<file path="src/rtl/bcd_display_converter.sv">
// -----------------------------------------------------------------------------
// bcd_display_converter
//
// Sequential binary-to-BCD converter (shift-and-add-3, one input bit per clock)
// feeding the seven-segment digit decoders so values read in decimal.
//
// Optional feature macro: BCD_BLANK_EN
//   defined   : blank_o flags leading-zero digits (digit 0 is never blanked)
//   undefined : blank_o is tied to zero, no blanking logic
//
// Ports
//   clk_i     rising-edge clock
//   rst_i     asynchronous, active-high reset
//   start_i   request a conversion; only honoured in IDLE
//   bin_i     unsigned binary value, captured on the accepting edge
//   busy_o    high while converting (SHIFT and DONE)
//   done_o    one-cycle pulse, bcd_o/blank_o updated in the same cycle
//   bcd_o     packed BCD, digit i in [4i+3:4i]
//   blank_o   leading-zero flags, one per digit
//
// States
//   state   | meaning
//   IDLE    | waiting for start_i, last result held on bcd_o
//   SHIFT   | one add-3 / shift step per cycle, counter runs WIDTH..1
//   DONE    | result published, done_o high for this cycle only
// -----------------------------------------------------------------------------
module bcd_display_converter #(
    parameter int WIDTH  = 16,
    parameter int DIGITS = 5
) (
    input  logic                  clk_i,
    input  logic                  rst_i,
    input  logic                  start_i,
    input  logic [WIDTH-1:0]      bin_i,
    output logic                  busy_o,
    output logic                  done_o,
    output logic [4*DIGITS-1:0]   bcd_o,
    output logic [DIGITS-1:0]     blank_o
);

    localparam int              CW       = $clog2(WIDTH + 1);
    localparam logic [CW-1:0]   CNT_INIT = CW'(WIDTH);
    localparam logic [CW-1:0]   CNT_ONE  = CW'(1);

    typedef enum logic [1:0] {
        S_IDLE  = 2'd0,
        S_SHIFT = 2'd1,
        S_DONE  = 2'd2
    } state_t;

    state_t                state_q, state_d;
    logic [WIDTH-1:0]      sh_q, sh_d;
    logic [4*DIGITS-1:0]   scr_q, scr_d, adj;
    logic [CW-1:0]         cnt_q, cnt_d;
    logic                  busy_q, busy_d;
    logic                  done_q, done_d;
    logic [4*DIGITS-1:0]   bcd_q, bcd_d;

    // ---------------------------------------------------------------------
    // State and datapath registers
    // ---------------------------------------------------------------------
    always_ff @(posedge clk_i or posedge rst_i) begin
        if (rst_i) begin
            state_q <= S_IDLE;
            sh_q    <= '0;
            scr_q   <= '0;
            cnt_q   <= '0;
            busy_q  <= 1'b0;
            done_q  <= 1'b0;
            bcd_q   <= '0;
        end else begin
            state_q <= state_d;
            sh_q    <= sh_d;
            scr_q   <= scr_d;
            cnt_q   <= cnt_d;
            busy_q  <= busy_d;
            done_q  <= done_d;
            bcd_q   <= bcd_d;
        end
    end

    // ---------------------------------------------------------------------
    // Next-state logic
    // ---------------------------------------------------------------------
    always_comb begin
        state_d = state_q;
        case (state_q)
            S_IDLE:  if (start_i) state_d = S_SHIFT;
            S_SHIFT: if (cnt_q == CNT_ONE) state_d = S_DONE;
            S_DONE:  state_d = S_IDLE;
            default: state_d = S_IDLE;
        endcase
    end

    // ---------------------------------------------------------------------
    // Double-dabble datapath
    // ---------------------------------------------------------------------
    // Digit-wise add-3 with no carry between nibbles; a digit >= 5 would
    // become >= 10 after the shift, the +3 makes it carry into the next digit.
    always_comb begin
        adj = scr_q;
        for (int i = 0; i < DIGITS; i++) begin
            if (scr_q[4*i +: 4] >= 4'd5)
                adj[4*i +: 4] = scr_q[4*i +: 4] + 4'd3;
        end
    end

    always_comb begin
        sh_d  = sh_q;
        scr_d = scr_q;
        cnt_d = cnt_q;
        case (state_q)
            S_IDLE: begin
                if (start_i) begin
                    sh_d  = bin_i;
                    scr_d = '0;
                    cnt_d = CNT_INIT;
                end
            end
            S_SHIFT: begin
                {scr_d, sh_d} = {adj[4*DIGITS-2:0], sh_q, 1'b0};
                cnt_d         = cnt_q - CNT_ONE;
            end
            default: ;
        endcase
    end

    // ---------------------------------------------------------------------
    // Registered outputs, computed from the upcoming state so they are
    // valid right after the edge that enters that state.
    // ---------------------------------------------------------------------
    always_comb begin
        busy_d = (state_d != S_IDLE);
        done_d = (state_d == S_DONE);
        // Result is captured on the final shift so it appears with done_o.
        if (state_q == S_SHIFT && state_d == S_DONE)
            bcd_d = scr_d;
        else
            bcd_d = bcd_q;
    end

    assign busy_o = busy_q;
    assign done_o = done_q;
    assign bcd_o  = bcd_q;

`ifdef BCD_BLANK_EN
    localparam logic [DIGITS-1:0] BLANK_RST = {{(DIGITS-1){1'b1}}, 1'b0};

    logic [DIGITS-1:0] blank_q, blank_d;
    logic              zero_above;

    // Walk down from the most significant digit; a digit is blank while it
    // and everything above it are zero. Digit 0 always shows.
    always_comb begin
        blank_d    = '0;
        zero_above = 1'b1;
        for (int i = DIGITS - 1; i >= 1; i--) begin
            zero_above = zero_above & (bcd_d[4*i +: 4] == 4'd0);
            blank_d[i] = zero_above;
        end
    end

    always_ff @(posedge clk_i or posedge rst_i) begin
        if (rst_i) blank_q <= BLANK_RST;
        else       blank_q <= blank_d;
    end

    assign blank_o = blank_q;
`else
    assign blank_o = '0;
`endif

endmodule

</file>
<file path="config.mk">
export PLATFORM = sky130hd
export DESIGN_NAME = bcd_display_converter
export DESIGN_NICKNAME = d
export VERILOG_FILES = /design/src/rtl/bcd_display_converter.sv
export SDC_FILE = /design/constraint.sdc
export NUM_CORES = 1
export LEC_CHECK = 0
export CAP_MARGIN = 40
export CORE_AREA = 2 2 78 80
export CTS_BUF_LIST = sky130_fd_sc_hd__clkbuf_8 sky130_fd_sc_hd__clkbuf_16
export DETAILED_ROUTE_END_ITERATION = 12
export DIE_AREA = 0 0 80 82
export PLACE_DENSITY = 0.82
export SYNTH_ARGS = -nofsm -noshare
export SYNTH_HDL_FRONTEND = slang
export SYNTH_SLANG_ARGS = --single-unit
</file>
<file path="constraint.sdc">
create_clock -name clk_i -period 2.8 [get_ports clk_i]
set_clock_uncertainty 0.2 [all_clocks]
set_input_delay 0.42 -clock clk_i [delete_from_list [all_inputs] [get_ports clk_i]]
set_output_delay 0.42 -clock clk_i [all_outputs]
set_load 0.05 [all_outputs]
</file>
# == After elaboration in Yosys (flattened, before gate mapping) ==
# Cells that the tools add are included.
# word_totals
regBits,65
inputBits,19
out_inout_bits,27
word_cells,41
# op_classes
addsub,6
magnitude_cmp,5
n_eq_ne,4
muxes,14
reduce_logical,5
# ops
operator,n
$pmux 20 s2,1
$pmux 16 s2,1
$ge 4x3->1 const B,5
$mux 20,1
$add 4x2->4 const B,4
$mux 16,1
$mux 4,4
$pmux 5 s2,1
$eq 5x1->1 const B,1
$mux 5,1
$sub 5x1->5 const B,1
$mux 2,2
$pmux 2 s2,1
$reduce_bool 2->1,2
$add 3x2->3 const B,1
$mux 3,1
$eq 2x1->1 const B,1
$eq 2x2->1 const B,1
$logic_not 2->1,1
$ne 2x2->1 const B,1
$reduce_and 2->1,1
$logic_and 1x1->1,1

# == Depth between registers and ports, before layout ==
# logic_depth
depth_word,5
ltp_mapped,7
depth_no_buf,6

# == Worst setup path before layout ==
# OpenSTA, ideal clock, no wires.
# synth_timing
path_type,register -> register
startpoint,register cnt_q[1]
endpoint,register bcd_q[10] (netlist: bcd_o[10])
setup_time_ns,0.127
t_arrival_ns,1.543
required_ns,2.473
slack_ns,0.930
path_stages_with_launch,8
n_path_buf,1
synth_period_minus_slack_ns,1.870
path_cell_list,dfrtp_1 inv_1 ha_1 nor4b_4 nand2_4 clkinv_4 buf_8 mux2_1
# synth_via
elab_chain_len,5
# synth_rtl
item,line,rtl
start: declaration,54,"logic [CW-1:0] cnt_q, cnt_d;"
start signal: assignment,75,cnt_q <= cnt_d;
$eq 5x1->1,89,S_SHIFT: if (cnt_q == CNT_ONE) state_d = S_DONE;
$mux 2,89,
$pmux 2 s2,87,case (state_q)
via state_d[1],51,"state_t state_q, state_d;"
$eq 2x2->1,136,if (state_q == S_SHIFT && state_d == S_DONE)
$logic_and 1x1->1,136,
end signal: assignment,70,bcd_q <= '0;
end signal: assignment,78,bcd_q <= bcd_d;
end: declaration,57,"logic [4*DIGITS-1:0] bcd_q, bcd_d;"
# The timed path passes the listed nets, and every way through them passes these cells.
# A chain may end at the register's enable or synchronous reset.

# == Final worst setup path ==
# layout_timing
startpoint,register bcd_q[5] (netlist: bcd_o[5])
endpoint,output port bcd_o[5]
# layout_lines
item,line,rtl
end: declaration,37,"output logic [4*DIGITS-1:0] bcd_o,"
# No word-level cell between the ends.

==> summary.txt <==
Global routing
  • Largest net degree at the start of global routing: 50
  • Vias in the first global route: 2241
  • Initial antenna violation count: 0
  • First-pass GRT wire length: 10600 um
  • Gr ovfl total: 0
  • GRT Total Usage: approximately a fifth

Clock tree
  • Longest Clk Path Bufs: 2
  • Setup Buffers After CTS: 0
  • Hold-fix buffers, CTS: 0
  • Clock transition at path regs: 0.07 ns
  • Worst-skew pair later-pin latency: 0.34 ns
  • CTS tree: yes
  • CTS Buf Count: 9
  • Cts repair resizes: 0
  • Clk root buf: clkbuf_8
  • Clk sinks: 65
  • CTS H-tree depth: 3

Job
  • MaxCap Viol Count: 0

Synth
  • Synth warnings: 0
  • Post-synthesis sequential area ratio: 53.7%
  • Syn avg cell area: 10.4 um^2
  • Distinct cell type count after synthesis: 37
  • Yosys reg bits: 65
  • Adder-cell share of the synthesized area: 4.95%
  • Synthesized area: roughly 0.0030 mm^2
  • Post-synth EDFFs: 0
  • Post-synth ARST share: 100%
  • Ys flop type: dfrtp_1
  • Post-synthesis compound-gate area fraction: ~17%
  • Post-synthesis simple-gate area fraction: roughly 13%
  • Largest family of logic cells by synthesized area: compound AO/OA/AOI/OAI gates
  • Post-Syn Instances: 290
  • Post-Synth XOR/XNOR Area: 1.73%
  • Post-synthesis mux area share: 4.09%

Worst setup path
  • Crit path buffers/inverters: 1
  • Startpoint types: flop
  • Crit path capture type: primary output
  • CP max FO: 2
  • Crit path required time: 2.18 ns
  • Worst path arrival time: 1.53 ns
  • Crit Path Category: reg2out
  • Crit-path cells: clkdlybuf4s50_1
  • Worst path max stage delay: slightly above 0.8 ns
  • CP top delay family: buffers and inverters
  • CP max-delay cell: clkdlybuf4s50_1

Pwr
  • Pwr Total: 4.71 mW
  • PwrDens: 1270 mW/mm^2
  • Maximum vdd drop: between 0.5 and 0.6 mV
  • Leak Pwr: about 1.7 nW

Detailed routing
  • First-iteration detailed-routing DRC count: ~240
  • Drt first pass iters: 4
  • Drt drc: 0
  • Post-DR wirelength/cell: 14.9 um
  • DRT antenna net count: 0
  • Routed via count: around 2300
  • Final WL: between 6000 and 7000 um
  • Via density: 5.49

STA
  • Max Clk Rate: around 470 MHz
  • Slew at the pin closest to its max-slew limit: 0.547 ns
  • Final Max Slew Viols: 0
  • Period utilization: 76.7%
  • Fin Setup TNS: 0 ns
  • Min cycle time layout: about 2.1 ns
  • Relative slew slack: 63.6%
  • Final Hold Fails: 0
  • RSZ-0062 raised after global routing: no
  • Final setup fails: 0

Floorplan
  • Starting Density: roughly 53%
  • Io pins: 46
  • Die footprint: 0.00656 mm^2
  • Site row count: 28
  • Die width: 80 um
  • Core area: 0.00575 mm^2
  • Die Height: just over 80 um

Cells and area
  • Nets: 366
  • # fillers: 480
  • Syn-to-layout area delta: 22.6%
  • Share of layout cells above drive strength 1: 10.0%
  • Multi-input logic area: between 0.001 and 0.0015 mm^2
  • Ant diodes: 0
  • Register area: about 0.0016 mm^2

Min path
  • Kind of path behind the tightest hold check: in2async

Status
  • Status: finished, final reports clean

Place
  • Port Buffers: 40
  • Final Wtd Congestion: 0.855
  • DP Wirelength: 4130 um
routing by layer:
layer,GRT usage [%],vias up,part of all wire (%)
met5,0,-,0
met4,8.31,0,1.4
met3,5.49,8,3.9
met2,33.8,55,48
met1,28.3,1109,47
li1,-,1105,-
final timing paths:
path | startpoint | end | slack, ns | cells after the start
min reg2reg | bcd_o[4] | bcd_o[4] | 0.27 | 2
max | bcd_o[5] | bcd_o[5] | 0.65 | 1
min | rst_i | sh_q[14] | 0.17 | 2
min in group clk_i | bcd_o[4] | bcd_o[4] | 0.27 | 2
max reg2reg | state_q[0] | cnt_q[4] | 0.70 | 6
max in group asynchronous | rst_i | bcd_o[4] | 1.65 | 3
cell type report:
type                       instances  area share (%)
sequential                        65            43.8
multi-input combinational        195            33.6
timing repair buffer              48            12.7
clock buffer                      12            4.44
tap                               75            2.53
inverter                          16            1.75
clock inverter                     4            1.14
Yosys cell counts, types with 2 or more instances:
cell | instances | share of area, %
a22oi_1 | 15 | 3.7
nand2_1 | 42 | 5.2
o21ai_0 | 34 | 5.6
and3_1 | 2 | 0.41
nand2b_1 | 7 | 1.4
clkbuf_1 | 3 | 0.37
a31oi_1 | 4 | 0.83
mux2_1 | 4 | 1.5
nor4bb_1 | 4 | 1.3
nor3b_1 | 4 | 0.99
inv_1 | 15 | 1.9
a211oi_1 | 2 | 0.50
buf_4 | 5 | 1.2
nor2_1 | 2 | 0.25
xnor2_1 | 6 | 1.7
ha_1 | 12 | 5.0
buf_2 | 8 | 1.3
mux2_2 | 7 | 2.6
nand3_1 | 3 | 0.50
a21oi_1 | 20 | 3.3
o22ai_1 | 10 | 2.1
a21o_1 | 2 | 0.50
dfrtp_1 | 65 | 54
placed cells by master (no fill, tap or decap), types with 2 or more instances in the layout:
master / n
nand3_1: 3
o22ai_1: 10
nand2_1: 42
clkbuf_8: 12
inv_1: 16
nor3b_1: 4
a22oi_1: 15
mux2_1: 4
nor4bb_1: 4
clkdlybuf4s50_1: 40
nor2_1: 2
mux2_2: 7
dfrtp_1: 65
nand2b_1: 7
buf_4: 7
o21ai_0: 34
and3_1: 2
a211oi_1: 2
a31oi_1: 4
xnor2_1: 6
a21o_1: 2
conb_1: 5
ha_1: 12
a21oi_1: 20
flip-flops by register name, indices dropped and copies added, names as in the netlist:
name and flops:
bcd_o 20, busy_o 1, cnt_q 5, done_o 1, scr_q 20, sh_q 16, state_q 2
metrics by stage:
step / hold WS [ns] / cells / setup slack [ns] / area, um^2 / utilization [%]
5_1_grt: 0.224 / 415 / 0.555 / 3720 / 64.7
3_3_place_gp: 0.260 / 399 / 0.669 / 3510 / 61.1
2_1_floorplan: 0.250 / 294 / 0.554 / 3050 / -
4_1_cts: 0.182 / 415 / 0.644 / 3720 / 64.7
3_5_place_dp: 0.269 / 399 / 0.569 / 3510 / 61.1
6_report: 0.173 / 415 / 0.653 / 3720 / 64.7
cells by family (layout without fill, tap and decap cells):
logic type / Yosys count / count (layout)
xor gates and xnor gates: 6 / 6
DFF: 65 / 65
buffers and inverters: 34 / 80
and+or+nand+nor: 71 / 71
muxes: 11 / 11
adders and majority gates: 12 / 12
AOI/OAI and AO/OA: 90 / 90
other: 1 / 5
where the power goes:
part / total, mW / switching [mW] / internal, mW
registers: 1.65 / 0.308 / 1.35
clock network: 0.820 / 0.343 / 0.476
logic: 2.23 / 1.36 / 0.877
Power figures use the tool's default switching activity.
